[src/rtl/axi_id_pkg.sv]
`default_nettype none
// ============================================================================
//  Module      : axi_id_pkg
//  Description : Shared definitions for the AXI ID allocator. Holds the default
//                pool size and the rotating first-free search used by the
//                allocator's priority encoder.
//  Revision    : 1.0 - initial release
// ============================================================================
package axi_id_pkg;

    // Default number of IDs in the pool.
    localparam int unsigned ID_POOL_LEN = 16;

    // Upper bound on the pool size supported by the shared search function.
    // The search operates on a fixed-width vector so that one function
    // serves every pool size up to this limit.
    localparam int unsigned ID_MAX_LEN  = 1024;
    localparam int unsigned ID_MAX_IDW  = 10;

    typedef struct packed {
        logic                  found;
        logic [ID_MAX_IDW-1:0] index;
    } ff_result_t;

    // Returns the first set bit of vec[len-1:0], scanning start, start+1, ...
    // and wrapping at len. The loop bound is constant; positions at or beyond
    // len are skipped so the function folds down to a len-wide encoder once
    // len is a constant at the call site.
    function automatic ff_result_t rot_first_free(
        input logic [ID_MAX_LEN-1:0] vec,
        input int unsigned           start,
        input int unsigned           len
    );
        ff_result_t            res;
        int unsigned           idx;
        logic [ID_MAX_IDW-1:0] idx_w;
        res = '0;
        for (int unsigned k = 0; k < ID_MAX_LEN; k++) begin
            if (k < len) begin
                idx = start + k;
                if (idx >= len) begin
                    idx = idx - len;
                end
                idx_w = ID_MAX_IDW'(idx);
                if (!res.found && vec[idx_w]) begin
                    res.found = 1'b1;
                    res.index = idx_w;
                end
            end
        end
        return res;
    endfunction

endpackage : axi_id_pkg
`default_nettype wire

[src/rtl/rr_find_first.sv]
`default_nettype none
// ============================================================================
//  Module      : rr_find_first
//  Description : Combinational rotating priority encoder. Finds the first set
//                bit of a LEN-wide vector, starting at a given position and
//                wrapping around at LEN.
//  Ports       : free_vec_i - candidate vector (1 = free)
//                start_i    - position where the search starts (< LEN)
//                found_o    - at least one bit of free_vec_i is set
//                index_o    - position of the first set bit (0 when none)
//  Revision    : 1.0 - initial release
// ============================================================================
module rr_find_first
    import axi_id_pkg::*;
#(
    parameter int unsigned LEN    = ID_POOL_LEN,
    parameter int unsigned IDSIZE = $clog2(LEN)
) (
    input  logic [LEN-1:0]    free_vec_i,
    input  logic [IDSIZE-1:0] start_i,
    output logic              found_o,
    output logic [IDSIZE-1:0] index_o
);

    logic [ID_MAX_LEN-1:0] w_vec_ext;
    ff_result_t            w_res;
    logic                  w_unused_index;

    assign w_vec_ext = ID_MAX_LEN'(free_vec_i);

    always_comb begin
        w_res = rot_first_free(w_vec_ext, 32'(start_i), LEN);
    end

    assign found_o = w_res.found;
    assign index_o = w_res.index[IDSIZE-1:0];

    // Upper index bits are always zero for pools narrower than the maximum.
    assign w_unused_index = ^w_res.index;

endmodule : rr_find_first
`default_nettype wire

[src/rtl/axi_id_alloc.sv]
`default_nettype none
// ============================================================================
//  Module      : axi_id_alloc
//  Description : AXI transaction ID allocator. Offers free IDs through a
//                valid/ready handshake, takes them back on release, and
//                drives the set/clear strobes of the downstream per-ID
//                outstanding scoreboard. A rotating search pointer keeps a
//                just-released ID from being reissued straight away.
//  Ports       : clock, rst_n      - clock, async active-low reset
//                alloc_vld/id/rdy  - ID offer handshake towards the issuer
//                free_vld/free_id  - ID release strobe
//                set_vld/set_id    - scoreboard set strobe (one cycle after grant)
//                clear_vld/clear_id- scoreboard clear strobe (one cycle after release)
//                outstanding       - number of busy IDs
//                exhausted / idle  - all IDs busy / no ID busy
//                err_free          - one-cycle pulse after an illegal release
//  Revision    : 1.0 - initial release
// ============================================================================
module axi_id_alloc
    import axi_id_pkg::*;
#(
    parameter int unsigned LEN    = ID_POOL_LEN,
    parameter int unsigned IDSIZE = $clog2(LEN)
) (
    input  logic              clock,
    input  logic              rst_n,
    output logic              alloc_vld,
    output logic [IDSIZE-1:0] alloc_id,
    input  logic              alloc_rdy,
    input  logic              free_vld,
    input  logic [IDSIZE-1:0] free_id,
    output logic              set_vld,
    output logic [IDSIZE-1:0] set_id,
    output logic              clear_vld,
    output logic [IDSIZE-1:0] clear_id,
    output logic [IDSIZE:0]   outstanding,
    output logic              exhausted,
    output logic              idle,
    output logic              err_free
);

    localparam logic [IDSIZE:0]   C_LEN_CNT = (IDSIZE+1)'(LEN);
    localparam logic [IDSIZE-1:0] C_LAST_ID = IDSIZE'(LEN - 1);

    // ------------------------------------------------------------------------
    // State
    // ------------------------------------------------------------------------
    logic [LEN-1:0]    busy_q,        busy_d;
    logic [IDSIZE-1:0] ptr_q,         ptr_d;
    logic              alloc_vld_q,   alloc_vld_d;
    logic [IDSIZE-1:0] alloc_id_q,    alloc_id_d;
    logic              set_vld_q,     set_vld_d;
    logic [IDSIZE-1:0] set_id_q,      set_id_d;
    logic              clear_vld_q,   clear_vld_d;
    logic [IDSIZE-1:0] clear_id_q,    clear_id_d;
    logic [IDSIZE:0]   outstanding_q, outstanding_d;
    logic              exhausted_q,   exhausted_d;
    logic              idle_q,        idle_d;
    logic              err_free_q,    err_free_d;

    // ------------------------------------------------------------------------
    // Combinational helpers
    // ------------------------------------------------------------------------
    logic              w_grant;
    logic              w_hold;
    logic              w_free_in_range;
    logic              w_free_busy;
    logic              w_double_free;
    logic              w_free_ok;
    logic [LEN-1:0]    w_alloc_oh;
    logic [LEN-1:0]    w_free_oh;
    logic [LEN-1:0]    w_free_vec;
    logic              w_found;
    logic [IDSIZE-1:0] w_index;

    always_comb begin
        w_grant         = alloc_vld_q & alloc_rdy;
        // An un-accepted offer must stay stable until the issuer takes it.
        w_hold          = alloc_vld_q & ~alloc_rdy;
        w_free_in_range = ({1'b0, free_id} < C_LEN_CNT);

        w_alloc_oh = '0;
        w_free_oh  = '0;
        for (int unsigned i = 0; i < LEN; i++) begin
            w_alloc_oh[i] = (alloc_id_q == IDSIZE'(i));
            w_free_oh[i]  = (free_id    == IDSIZE'(i));
        end

        w_free_busy   = |(w_free_oh & busy_q);
        // Releasing the ID that is being granted in the same cycle is a
        // double free: the issuer cannot hold a response for it yet.
        w_double_free = w_grant & (free_id == alloc_id_q);
        w_free_ok     = free_vld & w_free_in_range & w_free_busy & ~w_double_free;
    end

    // Busy map, pointer and occupancy for the next cycle.
    always_comb begin
        busy_d = busy_q;
        if (w_grant) begin
            busy_d = busy_d | w_alloc_oh;
        end
        if (w_free_ok) begin
            busy_d = busy_d & ~w_free_oh;
        end

        ptr_d = ptr_q;
        if (w_grant) begin
            ptr_d = (alloc_id_q == C_LAST_ID) ? '0 : alloc_id_q + IDSIZE'(1);
        end

        outstanding_d = outstanding_q
                      + (IDSIZE+1)'(w_grant)
                      - (IDSIZE+1)'(w_free_ok);
        exhausted_d   = (outstanding_d == C_LEN_CNT);
        idle_d        = (outstanding_d == '0);
    end

    // The search looks at the busy map as it will be after this cycle's grant
    // and release, starting from where the pointer will be.
    assign w_free_vec = ~busy_d;

    rr_find_first #(
        .LEN    (LEN),
        .IDSIZE (IDSIZE)
    ) u_find (
        .free_vec_i (w_free_vec),
        .start_i    (ptr_d),
        .found_o    (w_found),
        .index_o    (w_index)
    );

    // Offer register and scoreboard strobes.
    always_comb begin
        alloc_vld_d = alloc_vld_q;
        alloc_id_d  = alloc_id_q;
        if (!w_hold) begin
            alloc_vld_d = w_found;
            alloc_id_d  = w_index;
        end

        set_vld_d   = w_grant;
        set_id_d    = w_grant ? alloc_id_q : set_id_q;
        clear_vld_d = w_free_ok;
        clear_id_d  = w_free_ok ? free_id : clear_id_q;
        err_free_d  = free_vld & ~w_free_ok;
    end

    // ------------------------------------------------------------------------
    // Registers
    // ------------------------------------------------------------------------
    always_ff @(posedge clock or negedge rst_n) begin
        if (!rst_n) begin
            busy_q        <= '0;
            ptr_q         <= '0;
            alloc_vld_q   <= 1'b0;
            alloc_id_q    <= '0;
            set_vld_q     <= 1'b0;
            set_id_q      <= '0;
            clear_vld_q   <= 1'b0;
            clear_id_q    <= '0;
            outstanding_q <= '0;
            exhausted_q   <= 1'b0;
            idle_q        <= 1'b1;
            err_free_q    <= 1'b0;
        end else begin
            busy_q        <= busy_d;
            ptr_q         <= ptr_d;
            alloc_vld_q   <= alloc_vld_d;
            alloc_id_q    <= alloc_id_d;
            set_vld_q     <= set_vld_d;
            set_id_q      <= set_id_d;
            clear_vld_q   <= clear_vld_d;
            clear_id_q    <= clear_id_d;
            outstanding_q <= outstanding_d;
            exhausted_q   <= exhausted_d;
            idle_q        <= idle_d;
            err_free_q    <= err_free_d;
        end
    end

    // ------------------------------------------------------------------------
    // Outputs
    // ------------------------------------------------------------------------
    assign alloc_vld   = alloc_vld_q;
    assign alloc_id    = alloc_id_q;
    assign set_vld     = set_vld_q;
    assign set_id      = set_id_q;
    assign clear_vld   = clear_vld_q;
    assign clear_id    = clear_id_q;
    assign outstanding = outstanding_q;
    assign exhausted   = exhausted_q;
    assign idle        = idle_q;
    assign err_free    = err_free_q;

endmodule : axi_id_alloc
`default_nettype wire

[config.mk]
export PLATFORM = sky130hd
export DESIGN_NAME = axi_id_alloc
export DESIGN_NICKNAME = d
export VERILOG_FILES = /design/src/rtl/axi_id_pkg.sv /design/src/rtl/rr_find_first.sv /design/src/rtl/axi_id_alloc.sv
export SDC_FILE = /design/constraint.sdc
export NUM_CORES = 1
export LEC_CHECK = 0
export ABC_CLOCK_PERIOD_IN_PS = 15900
export CAP_MARGIN = 20
export CELL_PAD_IN_SITES_DETAIL_PLACEMENT = 1
export CELL_PAD_IN_SITES_GLOBAL_PLACEMENT = 2
export CORE_MARGIN = 3
export CORE_UTILIZATION = 43
export CTS_CLUSTER_DIAMETER = 50
export CTS_CLUSTER_SIZE = 20
export DETAILED_ROUTE_END_ITERATION = 6
export GPL_ROUTABILITY_DRIVEN = 0
export HOLD_SLACK_MARGIN = 0.06
export PLACE_DENSITY_LB_ADDON = 0.1
export SLEW_MARGIN = 20
export SYNTH_ARGS = -nofsm -noshare
export SYNTH_HDL_FRONTEND = slang
export SYNTH_HIERARCHICAL = 1
export SYNTH_SLANG_ARGS = --single-unit
export TNS_END_PERCENT = 50
[constraint.sdc]
create_clock -name clock -period 15.9 [get_ports clock]
set_clock_uncertainty 0.05 [all_clocks]
set_input_delay 2.385 -clock clock [delete_from_list [all_inputs] [get_ports clock]]
set_output_delay 2.385 -clock clock [all_outputs]
set_load 0.02 [all_outputs]
==> key figures, run 1 <==
Logic synthesis
  – Syn Nets: 528
  – Number of synthesized flops with an enable pin: 0
  – Synth Register Bits: 43
  – Main synth FF type: dfrtp_1
  – Top post-synthesis cells by count: dfrtp_1, a31oi_1, nand2_1
  – Post-synth ARST share: 100%
  – Area leader, netlist: dfrtp_1
  – Post-synth cell types: 81
  – Top post-synthesis cells by area: dfrtp_1, mux4_2, mux2i_1
  – Most frequent cell after synthesis: dfrtp_1
  – Post-Syn Area: 4880 sq um
  – YS warnings: 6
  – Sequential-to-total area share from yosys stat: 22.1%
  – Mapped Avg Cell Area: 9.77 sq um
  – Synthesized netlist cell count: 499
  – Top-area cell type share of the netlist area: 21.6%

Finish
  – Multi-input gate area: 3490 sq um
  – Final nets: 537
  – Final instance area: 5350 sq um
  – Ant diodes: 0
  – Fin util: 48.7%
  – Sequential cell area: 1080 sq um
  – FILL cells: 1263
  – Layout cell share with drive strength beyond 1: 17.9%
  – P&R area growth vs syn: 9.70%

Floorplanning
  – Die Area: 12700 sq um
  – I/O Pins: 31
  – Initial core utilization: 44.4%
  – Die width: 112 um
  – Cell Rows: 38
  – Core area: 11000 sq um
  – Die Y: 112 um

Clock network
  – Clock tree root buffer cell: clkbuf_16
  – Max Root-Sink Buffers: 2
  – # hold bufs at CTS: 0
  – CTS tree: built
  – Skew-Pair Late Insertion Delay: 0.29 ns
  – Clk pin slew, worst setup/hold paths: 0.06 ns
  – CTS resizes: 0
  – H-tree depth: 2
  – Post-CTS setup buffers: 0
  – Num CTS Buffers: 5
  – Clk sinks: 43

Global route
  – Initial antenna violation count: 0
  – First-pass GRT wire length: 24700 um
  – Met3 usage: 1.99%
  – GRT met2 Usage: 43.7%
  – Total GRT Usage: 24.7%
  – Grt met1 use: 31.7%
  – GRT busiest layer: met2
  – Pin count of the biggest net entering global routing: 44
  – Vias in the first global route: 4385
  – Total gr overflow: 0

Routing
  – Number of routed nets with antenna violations: 0
  – Initial drt markers: 296
  – Initial DRT Pass Iterations: 5
  – Vias: 4289
  – Routed WL per cell: 24.0 um
  – Final Routed Wirelength: 15600 um
  – Vias per cell: 6.61
  – DRC Markers: 0

Run
  – Max_cap viols: 0

Timing
  – Hold slack final: 0.434 ns
  – Final worst path period share: 56.3%
  – Slew Limit Headroom: 40.0%
  – Fmax: 112 MHz
  – Final number of hold-violating endpoints: 0
  – Setup TNS Final: 0 ns
  – Tmin final: 8.95 ns
  – Fin. max-slew vios: 0
  – Worst-Margin Slew: 0.899 ns
  – Unrepaired setup endpoints after global routing: no
  – Setup violations, final: 0

Worst setup path
  – Crit. End Element: flop
  – Critical path's top delay family: simple AND/OR/NAND/NOR gates
  – Crit-path most repeated cell: nand2_1
  – Reg-to-reg slack, setup: 9.13 ns
  – CP Max Fanout: 34
  – Worst R2R Path Depth: 17
  – Crit path arrival time: 9.08 ns
  – Startpoint Class: input port
  – Slowest-stage cell, CP: ha_1
  – Critical path class: input port to flop
  – Crit-path max cell delay: 0.94 ns
  – CP Buf/Inv Count: 4
  – Critical Path RT: 16.03 ns
  – Reg-to-Reg Start: alloc_vld$_DFFE_PN0N_
  – R2R Path End: alloc_id[2]$_DFFE_PN0N_
  – CP Cell Sequence: clkdlybuf4s50_1, nand2_1, inv_1, nand2_1, nand2_1, buf_4, inv_1, ha_1, nor2b_1, a2111oi_0, nor4b_1, a2111oi_4, or4b_1, or3_4, nand3b_1, nor2_1, o22ai_1, mux2_2

Min path
  – Min-Delay Path Class: flop to flop
  – Hold Path Depth: 2
  – Hold Path End: set_id[3]$_DFFE_PN0P_
  – Hold Crit Start: set_id[3]$_DFFE_PN0P_

Place
  – Hpwl dp: 11700 um
  – Port bufs: 30
  – DP Area: 5170 sq um

Run status
  – Status: completed
per-layer routing:
layer / vias to the layer above / routed length [um]
li1: 1938 / -
met1: 2201 / 6570
met2: 120 / 7970
met3: 30 / 588
met4: 0 / 452
met5: - / 0
registers in the layout, summed over array words and instances, names as in the netlist:
signal,cells
alloc_id,4
alloc_vld,1
busy_q,16
clear_id,4
clear_vld,1
err_free,1
exhausted,1
idle,1
outstanding,5
ptr_q,4
set_id,4
set_vld,1
worst max path at each step:
| stage | start | endpoint | slack (ns) | cells past startpoint |
|---|---|---|---|---|
| after floorplan | alloc_rdy | alloc_id[2]$_DFFE_PN0N_ | 7.94 | 22 |
| after global placement | alloc_rdy | alloc_id[2]$_DFFE_PN0N_ | 6.99 | 18 |
| after detailed placement | alloc_rdy | alloc_id[2]$_DFFE_PN0N_ | 6.65 | 18 |
| after CTS | alloc_rdy | alloc_id[2]$_DFFE_PN0N_ | 6.95 | 18 |
| after global routing | alloc_rdy | alloc_id[2]$_DFFE_PN0N_ | 6.37 | 18 |
| final | alloc_rdy | alloc_id[2]$_DFFE_PN0N_ | 6.95 | 18 |
tightest hold or removal path, stage by stage, from the launching register on:
cell	delay [ns]
dfrtp_1	0.34
nand2_1	0.06
nand2_1	0.05
stage by stage:
stage	setup slack, ns	instances
after floorplan	7.94	499
after global placement	6.99	641
after detailed placement	6.65	641
after CTS	6.95	649
after global routing	6.37	649
final	6.95	649
cell families (layout without fill, tap and decap cells):
| kind of cell | Yosys count | count (layout) | synth area share (%) |
|---|---|---|---|
| DFF | 43 | 43 | 22.1 |
| adders and majority gates | 21 | 21 | 5.54 |
| xor gates and xnor gates | 19 | 19 | 3.57 |
| AOI/OAI and AO/OA | 141 | 141 | 21.3 |
| and+or+nand+nor | 132 | 132 | 14.5 |
| buffers and inverters | 57 | 67 | 6.42 |
| muxes | 86 | 86 | 26.5 |
cell type report:
class | count | share of cell area (%)
clock buffer | 6 | 2.60
clock inverter | 2 | 0.655
inverter | 22 | 1.54
multi-input combinational | 399 | 65.2
sequential | 43 | 20.1
tap | 140 | 3.27
timing repair buffer | 37 | 6.55
cells in the final DEF, fill, tap and decap left out, types with 4 or more instances in the layout:
cell / synthesis / routed
a21oi_1: 24 / 24
a31o_2: 4 / 4
nor2_1: 24 / 24
nand3_1: 10 / 10
o22ai_1: 5 / 5
clkdlybuf4s50_1: 0 / 29
ha_1: 20 / 20
xnor2_1: 15 / 15
nor3_1: 11 / 11
mux4_1: 4 / 4
nor2b_1: 9 / 9
inv_1: 21 / 21
clkbuf_16: 0 / 5
mux2i_1: 29 / 29
dfrtp_1: 42 / 42
nand2_1: 33 / 33
a31o_1: 13 / 13
mux2_2: 19 / 19
buf_4: 4 / 8
mux2_1: 4 / 4
mux4_2: 25 / 25
nor4_1: 4 / 4
nand2b_1: 9 / 9
mux2_4: 5 / 5
a22o_1: 4 / 4
o21ai_0: 15 / 13
and2_1: 5 / 5
a31oi_1: 33 / 33
Power of run 1 is not shown: default switching activity piles up to over one toggle a cycle in this logic, so the estimate is an artifact.
==> run 2, diff against run 1 <==
ABC_CLOCK_PERIOD_IN_PS = 8140   (was 15900)
CORE_UTILIZATION = 36   (was 43)
clock period = 8.14 ns   (was 15.9 ns; I/O delays follow)
==> run 2 against run 1 <==
Effect of this change: hold slack gained 0.00057 ns; utilization is 6.7 points lower; final area is 1.6% higher; final cell count is 6.0% higher; via count up 0.21%; clock-buffer cell count rose by 1; register-to-register slack got worse by 7.3 ns; die area grew 18%; critical path type unchanged; highest routed layer unchanged; critical path depth is the same; global-route usage decreased by 2.7 points; sequential share of layout area is 0.32 points lower; routed wire length rose by 4.9%.
==> key figures, run 2 (same netlist as run 1, synthesis figures left out) <==
Finish
  – Layout cell share with drive strength beyond 1: 18.6% (was 17.9%)
  – Post-route non-filler standard cell count: 688 (was 649)
  – Ant diodes: 0 (unchanged)
  – Commonest non-fill, non-tap cell in the layout: dfrtp_1 (unchanged)
  – Commonest non-fill, non-tap cells in the layout: dfrtp_1, nand2_1, a31oi_1 (unchanged)
  – Number of flip-flops in the largest register: 16 (unchanged)
  – P&R area growth vs syn: 11.5% (was 9.70%)
  – Top reg by flops: busy_q (unchanged)
  – Final nets: 544 (was 537)

Global route
  – Total GRT Usage: 22.0% (was 24.7%)
  – First-pass GRT wire length: 25200 um (was 24700 um)
  – Total gr overflow: 0 (unchanged)
  – Initial antenna violation count: 0 (unchanged)
  – Vias in the first global route: 4219 (was 4385)
  – Pin count of the biggest net entering global routing: 44 (unchanged)

Run status
  – Status: completed (unchanged)

Min path
  – Min-Delay Path Class: flop to flop (unchanged)
  – Hold Crit Start: set_id[2]$_DFFE_PN0P_ (was set_id[3]$_DFFE_PN0P_)
  – Hold Path Depth: 2 (unchanged)

Clock network
  – Max Root-Sink Buffers: 2 (unchanged)
  – Clk pin slew, worst setup/hold paths: 0.06 ns (about the same)
  – CTS resizes: 0 (unchanged)
  – Post-CTS setup buffers: 0 (unchanged)
  – H-tree depth: 2 (unchanged)
  – CTS tree: built (unchanged)
  – Clock tree root buffer cell: clkbuf_16 (unchanged)
  – Clk sinks: 43 (unchanged)
  – # hold bufs at CTS: 0 (unchanged)
  – Num CTS Buffers: 5 (unchanged)
  – Skew-Pair Late Insertion Delay: 0.29 ns (about the same)

Routing
  – Final Routed Wirelength: 16300 um (was 15600 um)
  – Routed WL per cell: 23.8 um (was 24.0 um)
  – Vias: 4298 (was 4289)
  – Vias per cell: 6.25 (was 6.61)
  – Initial DRT Pass Iterations: 5 (unchanged)
  – Number of routed nets with antenna violations: 0 (unchanged)
  – DRC Markers: 0 (unchanged)
  – Initial drt markers: 363 (was 296)

Place
  – Hpwl dp: 12400 um (was 11700 um)
  – Cells after DPL: 679 (was 641)
  – Post-place setup slack: 0.851 ns (was 6.65 ns)
  – Port bufs: 30 (unchanged)

Worst setup path
  – R2R Path End: alloc_id[2]$_DFFE_PN0N_ (unchanged)
  – CP Capture Point: alloc_id[2]$_DFFE_PN0N_ (unchanged)
  – Crit. End Element: flop (unchanged)
  – Reg-to-Reg Start: alloc_id[0]$_DFFE_PN0N_ (was alloc_vld$_DFFE_PN0N_)
  – Crit path arrival time: 7.35 ns (was 9.08 ns)
  – Setup crit start: free_id[0] (was alloc_rdy)
  – Worst R2R Path Depth: 16 (was 17)
  – Critical path class: input port to flop (unchanged)
  – Startpoint Class: input port (unchanged)
  – CP Max Fanout: 18 (was 34)
  – Reg-to-reg slack, setup: 1.83 ns (was 9.13 ns)
  – Critical Path RT: 8.27 ns (was 16.03 ns)

Timing
  – Hold slack final: 0.435 ns (was 0.434 ns)
  – Final number of hold-violating endpoints: 0 (unchanged)
  – Final worst path period share: 88.7%
  – Worst-Margin Slew: 0.945 ns (was 0.899 ns)
  – Setup TNS Final: 0 ns (unchanged)
  – Slew Limit Headroom: 35.4% (was 40.0%)
  – Worst setup margin: 0.916 ns (was 6.95 ns)
  – Unrepaired setup endpoints after global routing: no (unchanged)
  – Setup violations, final: 0 (unchanged)
  – Fin. max-slew vios: 0 (unchanged)
  – Fmax: 138 MHz
  – Tmin final: 7.22 ns

Floorplanning
  – Cell Rows: 41 (was 38)
  – Core area: 12900 sq um (was 11000 sq um)
  – Die Y: 122 um (was 112 um)
  – I/O Pins: 31 (unchanged)
  – Initial core utilization: 37.7% (was 44.4%)
  – Die width: 122 um (was 112 um)
  – Die Area: 15000 sq um (was 12700 sq um)

Run
  – Max_cap viols: 0 (unchanged)
-- run 2: cell types whose count changed in the layout (fill, tap and decap cells not counted), sizes merged --
cell,change
buf,+7
clkbuf,+1
clkinv,-1
-- run 2: metrics by stage --
| step | utilization, % | area (sq um) |
|---|---|---|
| 6_report | 42.0 | 5440 |
| 5_1_grt | 42.0 | 5440 |
| 4_1_cts | 41.9 | 5420 |
| 3_5_place_dp | 40.7 | 5260 |
| 3_3_place_gp | 40.7 | 5260 |
| 2_1_floorplan | - | 4880 |
-- run 2: critical path: stages --
cell	delay, ns
clkdlybuf4s50_1	0.70
xnor2_1	0.34
nand3_1	0.11
nor3_1	0.69
a211oi_4	0.19
buf_8	0.23
a31o_1	0.30
nor2b_1	0.17
a2111oi_0	0.83
buf_4	0.25
nor4b_1	0.09
a2111oi_4	0.41
or4b_1	0.65
or3_4	0.45
nand3b_1	0.21
nor2_1	0.13
o22ai_1	0.08
mux2_2	0.28
-- run 2: layout make-up --
type                    instances  area (sq um)
clock buffers                   7           133
clock inverters                 1          30.0
fillers                      1467          7490
inverters                      22          82.6
multi-input cells             399          3490
flip-flops and latches         43          1080
well taps                     172           215
repair buffers                 44           408
-- run 2: how the worst min path moves through the flow --
stage                                 end  slack [ns]
global route        set_id[1]$_DFFE_PN0P_        0.47
CTS                 set_id[2]$_DFFE_PN0P_        0.45
floorplan             busy_q[0]$_DFF_PN0_        0.47
finish              set_id[2]$_DFFE_PN0P_        0.44
detailed placement  set_id[2]$_DFFE_PN0P_        0.43
global placement    set_id[1]$_DFFE_PN0P_        0.42
-- run 2: routing by layer --
| metal | vias to the layer above | part of all wire, % | GRT usage, % |
|---|---|---|---|
| met5 | - | 0 | 0 |
| met1 | 2164 | 43 | 28.4 |
| li1 | 1952 | - | - |
| met4 | 0 | 3.2 | 8.75 |
| met2 | 148 | 49 | 37.4 |
| met3 | 34 | 4.6 | 2.76 |
Power of run 2 is left out for the same reason.
